--- config.mk ---
export PLATFORM = sky130hd
export DESIGN_NAME = i16_coef_loader
export DESIGN_NICKNAME = d
export VERILOG_FILES = /design/src/rtl/i16_coef_loader.sv
export SDC_FILE = /design/constraint.sdc
export NUM_CORES = 1
export LEC_CHECK = 0
export ABC_AREA = 1
export CAP_MARGIN = 10
export CORE_ASPECT_RATIO = 1.25
export CORE_MARGIN = 5
export CORE_UTILIZATION = 35
export CTS_BUF_LIST = sky130_fd_sc_hd__clkbuf_4
export CTS_CLUSTER_SIZE = 16
export DETAILED_ROUTE_END_ITERATION = 8
export PLACE_DENSITY = 0.52
export SYNTH_ARGS = -nofsm -noshare
export SYNTH_HDL_FRONTEND = slang
export SYNTH_SLANG_ARGS = --single-unit
--- constraint.sdc ---
create_clock -name clk_i -period 3.36 [get_ports clk_i]
set_input_delay 0.336 -clock clk_i [delete_from_list [all_inputs] [get_ports clk_i]]
set_output_delay 0.336 -clock clk_i [all_outputs]
set_load 0.05 [all_outputs]
--- src/rtl/i16_coef_loader.sv ---
// Byte-serial coefficient loader for the biquad cascade: frames fill a shadow
// bank, and a commit copies the whole shadow bank into the active bank on a sample strobe.
module i16_coef_loader #(
  parameter int NSEC = 4
) (
  input  logic                 clk_i,
  input  logic                 rst_ni,
  input  logic [7:0]           wr_data_i,
  input  logic                 wr_valid_i,
  output logic                 wr_ready_o,
  input  logic                 sample_stb_i,
  output logic [NSEC*80-1:0]   coef_o,
  output logic                 pending_o,
  output logic                 commit_done_o,
  output logic                 err_o
);

  localparam int W = NSEC * 80;

  typedef enum logic [1:0] {
    IDLE = 2'd0,
    DATA = 2'd1,
    PEND = 2'd2
  } state_t;

  state_t         state_q, state_d;
  logic [3:0]     cnt_q, cnt_d;
  logic [6:0]     idx_q, idx_d;
  logic           badIdx_q, badIdx_d;
  logic [7:0]     hi_q, hi_d;
  logic           ready_q;
  logic           done_q, done_d;
  logic           err_q, err_d;
  logic [W-1:0]   shadow_q;
  logic [W-1:0]   coef_q;
  logic           accept;
  logic           hdrBad;
  logic           shadowWr;
  logic           commitNow;

  assign accept = wr_valid_i && ready_q;
  assign hdrBad = (32'(wr_data_i[6:0]) >= NSEC);

  always_comb begin
    state_d   = state_q;
    cnt_d     = cnt_q;
    idx_d     = idx_q;
    badIdx_d  = badIdx_q;
    hi_d      = hi_q;
    err_d     = err_q;
    done_d    = 1'b0;
    shadowWr  = 1'b0;
    commitNow = 1'b0;
    case (state_q)
      IDLE: begin
        if (accept) begin
          if (wr_data_i[7]) begin
            state_d = PEND;
          end else begin
            state_d  = DATA;
            idx_d    = wr_data_i[6:0];
            cnt_d    = 4'd0;
            badIdx_d = hdrBad;
            if (hdrBad) err_d = 1'b1;
          end
        end
      end
      DATA: begin
        if (accept) begin
          cnt_d = cnt_q + 4'd1;
          if (!cnt_q[0]) hi_d = wr_data_i;
          else           shadowWr = !badIdx_q;
          if (cnt_q == 4'd9) state_d = IDLE;
        end
      end
      PEND: begin
        if (sample_stb_i) begin
          commitNow = 1'b1;
          done_d    = 1'b1;
          state_d   = IDLE;
        end
      end
      default: state_d = IDLE;
    endcase
  end

  always_ff @(posedge clk_i or negedge rst_ni) begin
    if (!rst_ni) begin
      state_q  <= IDLE;
      cnt_q    <= '0;
      idx_q    <= '0;
      badIdx_q <= 1'b0;
      hi_q     <= '0;
      ready_q  <= 1'b1;
      done_q   <= 1'b0;
      err_q    <= 1'b0;
    end else begin
      state_q  <= state_d;
      cnt_q    <= cnt_d;
      idx_q    <= idx_d;
      badIdx_q <= badIdx_d;
      hi_q     <= hi_d;
      ready_q  <= (state_d != PEND);
      done_q   <= done_d;
      err_q    <= err_d;
    end
  end

  // Coefficient k of section s sits at 80s + (4-k)*16 so b_0 lands in the top word.
  always_ff @(posedge clk_i or negedge rst_ni) begin
    if (!rst_ni) begin
      shadow_q <= '0;
    end else if (shadowWr) begin
      for (int s = 0; s < NSEC; s++) begin
        for (int k = 0; k < 5; k++) begin
          if (idx_q == 7'(s) && cnt_q[3:1] == 3'(k))
            shadow_q[s*80 + (4-k)*16 +: 16] <= {hi_q, wr_data_i};
        end
      end
    end
  end

  always_ff @(posedge clk_i or negedge rst_ni) begin
    if (!rst_ni)        coef_q <= '0;
    else if (commitNow) coef_q <= shadow_q;
  end

  assign coef_o        = coef_q;
  assign wr_ready_o    = ready_q;
  assign pending_o     = (state_q == PEND);
  assign commit_done_o = done_q;
  assign err_o         = err_q;

endmodule

==> out/metrics.yaml, run 1 <==
status: "completed"
portBuffers: 335
routed_wl_um: 83060
final_cell_mix: "nand2_1 (1686), dfrtp_1 (656), clkdlybuf4s50_1 (326), nand3_1 (299), clkbuf_4 (252)"
p_clk_share_pct: 40.9
switchingPower_mw: 5.061
syn-num-nets: 2935
finalHoldViolations: 0
ys_seq_elements: 665
fin_crit_sh_pct: 89.47
syn_area_sq_um: 25680
cts_sinks: 665
cp.arrival_ns: 2.67
pwr-share-comb_pct: 7.2
start_util_pct: 35.15
leakagePower_nw: 17.61
grt_start_max_net_pins: 214
final_common_cell: "nand2_1"
drive_above_1_share_pct: 10.39
grt_setup_unrepaired: "no"
antenna_found_initial: 2
die_y_um: 312.8
ys_warn_count: 0
power_density_nw_per_um2: 532.3
synth_area_leader_cell: "dfrtp_1"
grt-busiest-layer: "met2"
final_cells: 4378
worst_clock_skew_ns: 0.06361
dp_hpwl_um: 49230
whs_ns: 0.2094
routedWlPerCell_um: 18.97
std_cell_rows: 111
cts_tree: "done"
overflow: 0
core_area_sq_um: 73050
seqPwrFrac_pct: 51.8
syn_inst: 2921
root_buffer: "clkbuf_4"
internal_power_mw: 12.12
max_freq_mhz: 332.6
slew_violations: 0
maxCapViolations: 0
critical_path.top_delay_family: "buffers and inverters"
grtUsageMet1_pct: 27.59
synthDistinctLibCells: 20
htreeDepth: 4
crit_slowest_cell: "clkdlybuf4s50_1"
place.gp.congestion: 0.7782
post-route-util_pct: 44.18
finalSetupViolations: 0
grt_first_pass_wirelength_um: 128800
crit_fanout: 3
crit_chain: "inv_1 -> nor2_1 -> clkdlybuf4s50_1"
min_period_ns: 3.006
worstMarginPinSlew_ns: 1.268
cts-buffers-inserted: 172
use_met2_pct: 33.88
hp-start: "sample_stb_i"
post_cts_buffers: 0
ys_top_cells_by_area: "dfrtp_1 (65%), nand2_1 (25%), nand3_1 (5.8%)"
vias_per_cell: 4.795
crit_type: "reg -> out"
drt-pass1-iter-count: 7
vias: 20993
finalSetupTns_ns: 0
dp_cells: 4077
peakVddDrop_mv: 0.2681
grt_use_total_pct: 20.98
synth_top_area_share_pct: 64.71
path_clk_slew_ns: 0.06
nets: 3316
cp-startpoint: "state_q[1]$_DFF_PN0_"
crit_path_end_kind: "output port"
worst-path-buf-inv: 2
seq_area_frac_synth_pct: 64.82
cp_data_required_time_ns: 3.02
p_sw_share_pct: 29.46
drtAntennaViolNets: 0
r2r_start: "wr_ready_o$_DFF_PN1_"
cts_max_path_buffers: 3
slew_headroom_pct: 15.48
remaining_drc_errors: 0
startpoint_type: "flip-flop"
use_met3_pct: 4.996
slowest_delay_ns: 0.89
syn_avg_cell_area_sq_um: 8.790
syn2layout_area_growth_pct: 25.69
dieWidth_um: 252.3
cts_resized: 0
insertion_delay_ns: 1.01
num_io_pins: 336
drtIter0Drc: 1804
die_area_sq_um: 78910
worstHoldPathType: "in -> reg"
first_global_vias: 21575
## synth_stat cells (all sizes together)
master and count:
dfrtp 664, nand3 300, clkbuf 102, nand4 3, inv 29, o21ai 22, nor2 21, nand2 1687
or2 1, clkinv 1, buf 87, dfstp 1, nor3 1, ha 2
## per-layer routing
layer  vias to the layer above  wire length (um)  part of all wire (%)
met5                         -                 0                     0
met1                     10281             35730                    43
met3                       146              4855                   5.8
li1                       9893                 -                     -
met2                       673             40010                    48
met4                         0              2458                   3.0
## cell families (layout without fill, tap and decap cells)
group | after synthesis | count (layout) | share of synthesized area, %
AND/OR/NAND/NOR | 2013 | 2013 | 31.09
flip-flops | 665 | 665 | 64.82
buffers and inverters | 219 | 714 | 3.567
AO/OA/AOI/OAI | 22 | 22 | 0.4288
adder cells (fa/ha/maj) | 2 | 2 | 0.09745
other | 0 | 2 | 0
## metrics by stage
step                area [sq um]  power, mW  setup WS [ns]
CTS                        32270      17.51         0.1488
global placement           29970      10.28         0.7107
finish                     32270      17.18         0.3538
floorplan                  25680      9.293          1.257
detailed placement         29970      10.31         0.6329
global route               32270      18.01         0.1559
## worst paths after layout
| path | slack (ns) | depth (start not counted) | endpoint |
|---|---|---|---|
| min in group asynchronous | 0.60 | 4 | coef_o[95]$_DFFE_PN0P_ |
| hold / removal | 0.21 | 2 | state_q[1]$_DFF_PN0_ |
| hold reg to reg | 0.43 | 2 | coef_o[199]$_DFFE_PN0P_ |
| setup reg to reg | 0.92 | 7 | shadow_q[254]$_DFFE_PN0P_ |
| setup / recovery | 0.35 | 3 | pending_o |
| max in group asynchronous | 2.15 | 5 | coef_o[81]$_DFFE_PN0P_ |
## cell type report
cell class,instances,area [sq um]
clock inverters,36,276.5
clock buffers,252,1892
multi-input cells,2037,8165
fillers,7252,40780
flip-flops and latches,665,16650
diodes,2,5.005
well taps,960,1201
repair buffers,396,3959
inverters,30,120.1
## what timing repair did
| action | 4_1_cts | 5_1_grt |
|---|---|---|
| setup endpoints to repair | 0 | 0 |
| endpoints found under the hold margin | 663 | 0 |
| hold buffers | 11 | 0 |
## sequential cells by signal, summed over array words and instances, names as in the netlist
signal / count
coef_o: 320
shadow_q: 320
hi_q: 8
idx_q: 7
cnt_q: 4
state_q: 2
badIdx_q: 1
commit_done_o: 1
err_o: 1
wr_ready_o: 1
## power by group through the flow
stage / clock (mW) / sequential (mW) / combinational (mW)
detailed placement: 0 / 9.07 / 1.25
floorplan: 0 / 8.47 / 0.827
global route: 7.72 / 8.92 / 1.37
CTS: 7.32 / 8.92 / 1.27
global placement: 0 / 9.05 / 1.23
finish: 7.03 / 8.90 / 1.24
## worst register-to-register path, delay by kind of cell (launching register included)
kind,cells,cell delay (ns)
buffers and inverters,1,0.15
DFF,1,0.54
and+or+nand+nor,6,1.64
No activity file was read; power rests on OpenSTA's default activity.
==> run 2, diff against run 1 <==
--- a/config.mk
+++ b/config.mk
@@ -11,7 +11,6 @@
 export CORE_MARGIN = 5
 export CORE_UTILIZATION = 35
 export CTS_BUF_LIST = sky130_fd_sc_hd__clkbuf_4
-export CTS_CLUSTER_SIZE = 16
 export DETAILED_ROUTE_END_ITERATION = 8
 export PLACE_DENSITY = 0.52
 export SYNTH_ARGS = -nofsm -noshare
==> results of run 2 <==
No change in the layout: final DEF, timing and power equal those of run 1.
==> run 3, diff against run 2 <==
--- a/config.mk
+++ b/config.mk
@@ -6,13 +6,13 @@
 export NUM_CORES = 1
 export LEC_CHECK = 0
 export ABC_AREA = 1
-export CAP_MARGIN = 10
+export CAP_MARGIN = 20
 export CORE_ASPECT_RATIO = 1.25
 export CORE_MARGIN = 5
-export CORE_UTILIZATION = 35
+export CORE_UTILIZATION = 52
 export CTS_BUF_LIST = sky130_fd_sc_hd__clkbuf_4
 export DETAILED_ROUTE_END_ITERATION = 8
-export PLACE_DENSITY = 0.52
+export PLACE_DENSITY = 0.76
 export SYNTH_ARGS = -nofsm -noshare
 export SYNTH_HDL_FRONTEND = slang
 export SYNTH_SLANG_ARGS = --single-unit
==> constraint.sdc (replaced) <==
create_clock -name clk_i -period 2.5 [get_ports clk_i]
set_input_delay 0.25 -clock clk_i [delete_from_list [all_inputs] [get_ports clk_i]]
set_output_delay 0.25 -clock clk_i [all_outputs]
set_load 0.05 [all_outputs]
==> out/metrics.yaml, run 3 (synthesized netlist as in run 1, its figures left out) <==
timing.final.ws_setup_ns: 0.1170  # -0.2368 ns
cts_tree: "done"
first_global_vias: 21749  # +0.81%
crit_chain: "clkdlybuf4s50_1"
portBuffers: 335  # unchanged
crit_slowest_cell: "clkdlybuf4s50_1"
worst_clock_skew_ns: 0.03598  # -0.02763 ns
final_cell_mix: "nand2_1 (1686), dfrtp_1 (660), clkdlybuf4s50_1 (323), nand3_1 (299), clkbuf_4 (222)"
cts-buffers-inserted: 157  # -8.7%
r2r_cells: 8  # +1
dp_hpwl_um: 46930  # -4.7%
fin_crit_sh_pct: 95.32
num_io_pins: 336  # unchanged
routed_wl_um: 75400  # -9.2%
core_area_sq_um: 49070  # -33%
grt_use_total_pct: 28.02  # +7.0 points
crit_type: "reg -> out"
status: "completed"
min_period_ns: 2.383
start_util_pct: 52.32  # +17 points
drtAntennaViolNets: 0  # unchanged
finalHoldViolations: 0  # unchanged
final_cells: 4077  # -6.9%
final_common_cell: "nand2_1"
overflow: 0  # unchanged
worstMarginPinSlew_ns: 0.9946  # -0.2733 ns
critical_path.top_delay_family: "buffers and inverters"
cts_sinks: 665  # unchanged
root_buffer: "clkbuf_4"
routedWlPerCell_um: 18.49  # -2.5%
path_clk_slew_ns: 0.07  # about the same
crit_fanout: 2  # -1
crit_path_end_kind: "output port"
drive_above_1_share_pct: 10.13  # -0.26 points
worstHoldPathCells: 2  # unchanged
antenna_found_initial: 1  # -1
worstHoldPathType: "in -> reg"
dp_cells: 3798  # -6.8%
slew_headroom_pct: 33.69  # +18 points
pre_cts_slack_ns: 0.1541  # -0.4788 ns
die_y_um: 258.4  # -17%
syn2layout_area_growth_pct: 24.48
place.gp.congestion: 0.8388  # +7.8%
nets: 3331  # +0.45%
max_freq_mhz: 419.6
insertion_delay_ns: 0.88  # -0.13 ns
grt_setup_unrepaired: "no"
remaining_drc_errors: 0  # unchanged
htreeDepth: 4  # unchanged
cts_max_path_buffers: 3  # unchanged
leakagePower_nw: 17.69  # +0.46%
std_cell_rows: 91  # -18%
dieWidth_um: 208.8  # -17%
cp.arrival_ns: 2.13  # -0.54 ns
drt-pass1-iter-count: 5  # -2
startpoint_type: "flip-flop"
peakVddDrop_mv: 0.3533  # +32%
maxCapViolations: 0  # unchanged
grt_start_max_net_pins: 170  # -21%
cp.depth: 1  # -2
finalSetupViolations: 0  # unchanged
die_area_sq_um: 53950  # -32%
slowest_delay_ns: 0.84  # -0.05 ns
grt_first_pass_wirelength_um: 120700  # -6.3%
worst-path-buf-inv: 1  # -1
drtIter0Drc: 1889  # +4.7%
cp_data_required_time_ns: 2.25  # -0.77 ns
vias_per_cell: 5.299  # +11%
vias: 21606  # +2.9%
slew_violations: 0  # unchanged
finalSetupTns_ns: 0  # unchanged
power_density_nw_per_um2: 693.4  # +30%
post_cts_buffers: 0  # unchanged
## run 3: cell types whose count changed in the layout (fill, tap and decap cells not counted), sizes merged
cell and change:
buf +30, bufinv -2, clkbuf -30, clkdlybuf4s15 +1
clkdlybuf4s50 -3, clkinv +14, clkinvlp -5, diode -1
dlygate4sd2 +2, inv +2
## run 3: cell type report
cell class,instances,area [sq um]
fillers,3966,17110
flip-flops and latches,665,16650
multi-input cells,2037,8160
repair buffers,426,4320
clock buffers,222,1667
well taps,651,814.5
clock inverters,45,229.0
inverters,30,120.1
diodes,1,2.502
## run 3: layer usage
| metal | vias to the layer above | share of wire [%] | wire, um | GRT usage, % |
|---|---|---|---|---|
| li1 | 9918 | - | - | - |
| met3 | 185 | 8.2 | 6157 | 5.788 |
| met1 | 10460 | 40 | 29910 | 37.46 |
| met4 | 0 | 3.9 | 2907 | 12.44 |
| met2 | 1043 | 48 | 36420 | 44.85 |
| met5 | - | 0 | 0 | 0 |
## run 3: repair_timing
action / CTS / global route
endpoints found under the setup margin: 3 / 0
endpoints found under the hold margin: 591 / 0
resized for setup: 5 / 0
hold buffers: 11 / 0
## run 3: through the flow
step | cell area (sq um) | power, mW | hold WS, ns | util (%)
2_1_floorplan | 25680 | 12.49 | -0.04559 | -
3_3_place_gp | 29940 | 13.80 | 0.2875 | 61.00
3_5_place_dp | 29940 | 13.84 | 0.2896 | 61.00
4_1_cts | 31960 | 22.33 | 0.01684 | 65.12
5_1_grt | 31960 | 23.07 | 0.09240 | 65.13
6_report | 31960 | 22.16 | 0.1097 | 65.13
## run 3: worst paths after layout
kind                                     startpoint                   endpoint  slack [ns]
max                         coef_o[223]$_DFFE_PN0P_                coef_o[223]        0.12
min                                    sample_stb_i       state_q[1]$_DFF_PN0_        0.11
max reg2reg                    wr_ready_o$_DFF_PN1_  shadow_q[220]$_DFFE_PN0P_        0.32
min reg2reg                shadow_q[40]$_DFFE_PN0P_     coef_o[40]$_DFFE_PN0P_        0.45
max in group asynchronous                    rst_ni    coef_o[217]$_DFFE_PN0P_        1.26
min in group asynchronous                    rst_ni    coef_o[111]$_DFFE_PN0P_        0.51
## run 3: power by group
group,internal [mW],switching (mW)
sequential,10.9,0.702
clock,4.28,4.19
combinational,0.479,1.56
total,15.7,6.45
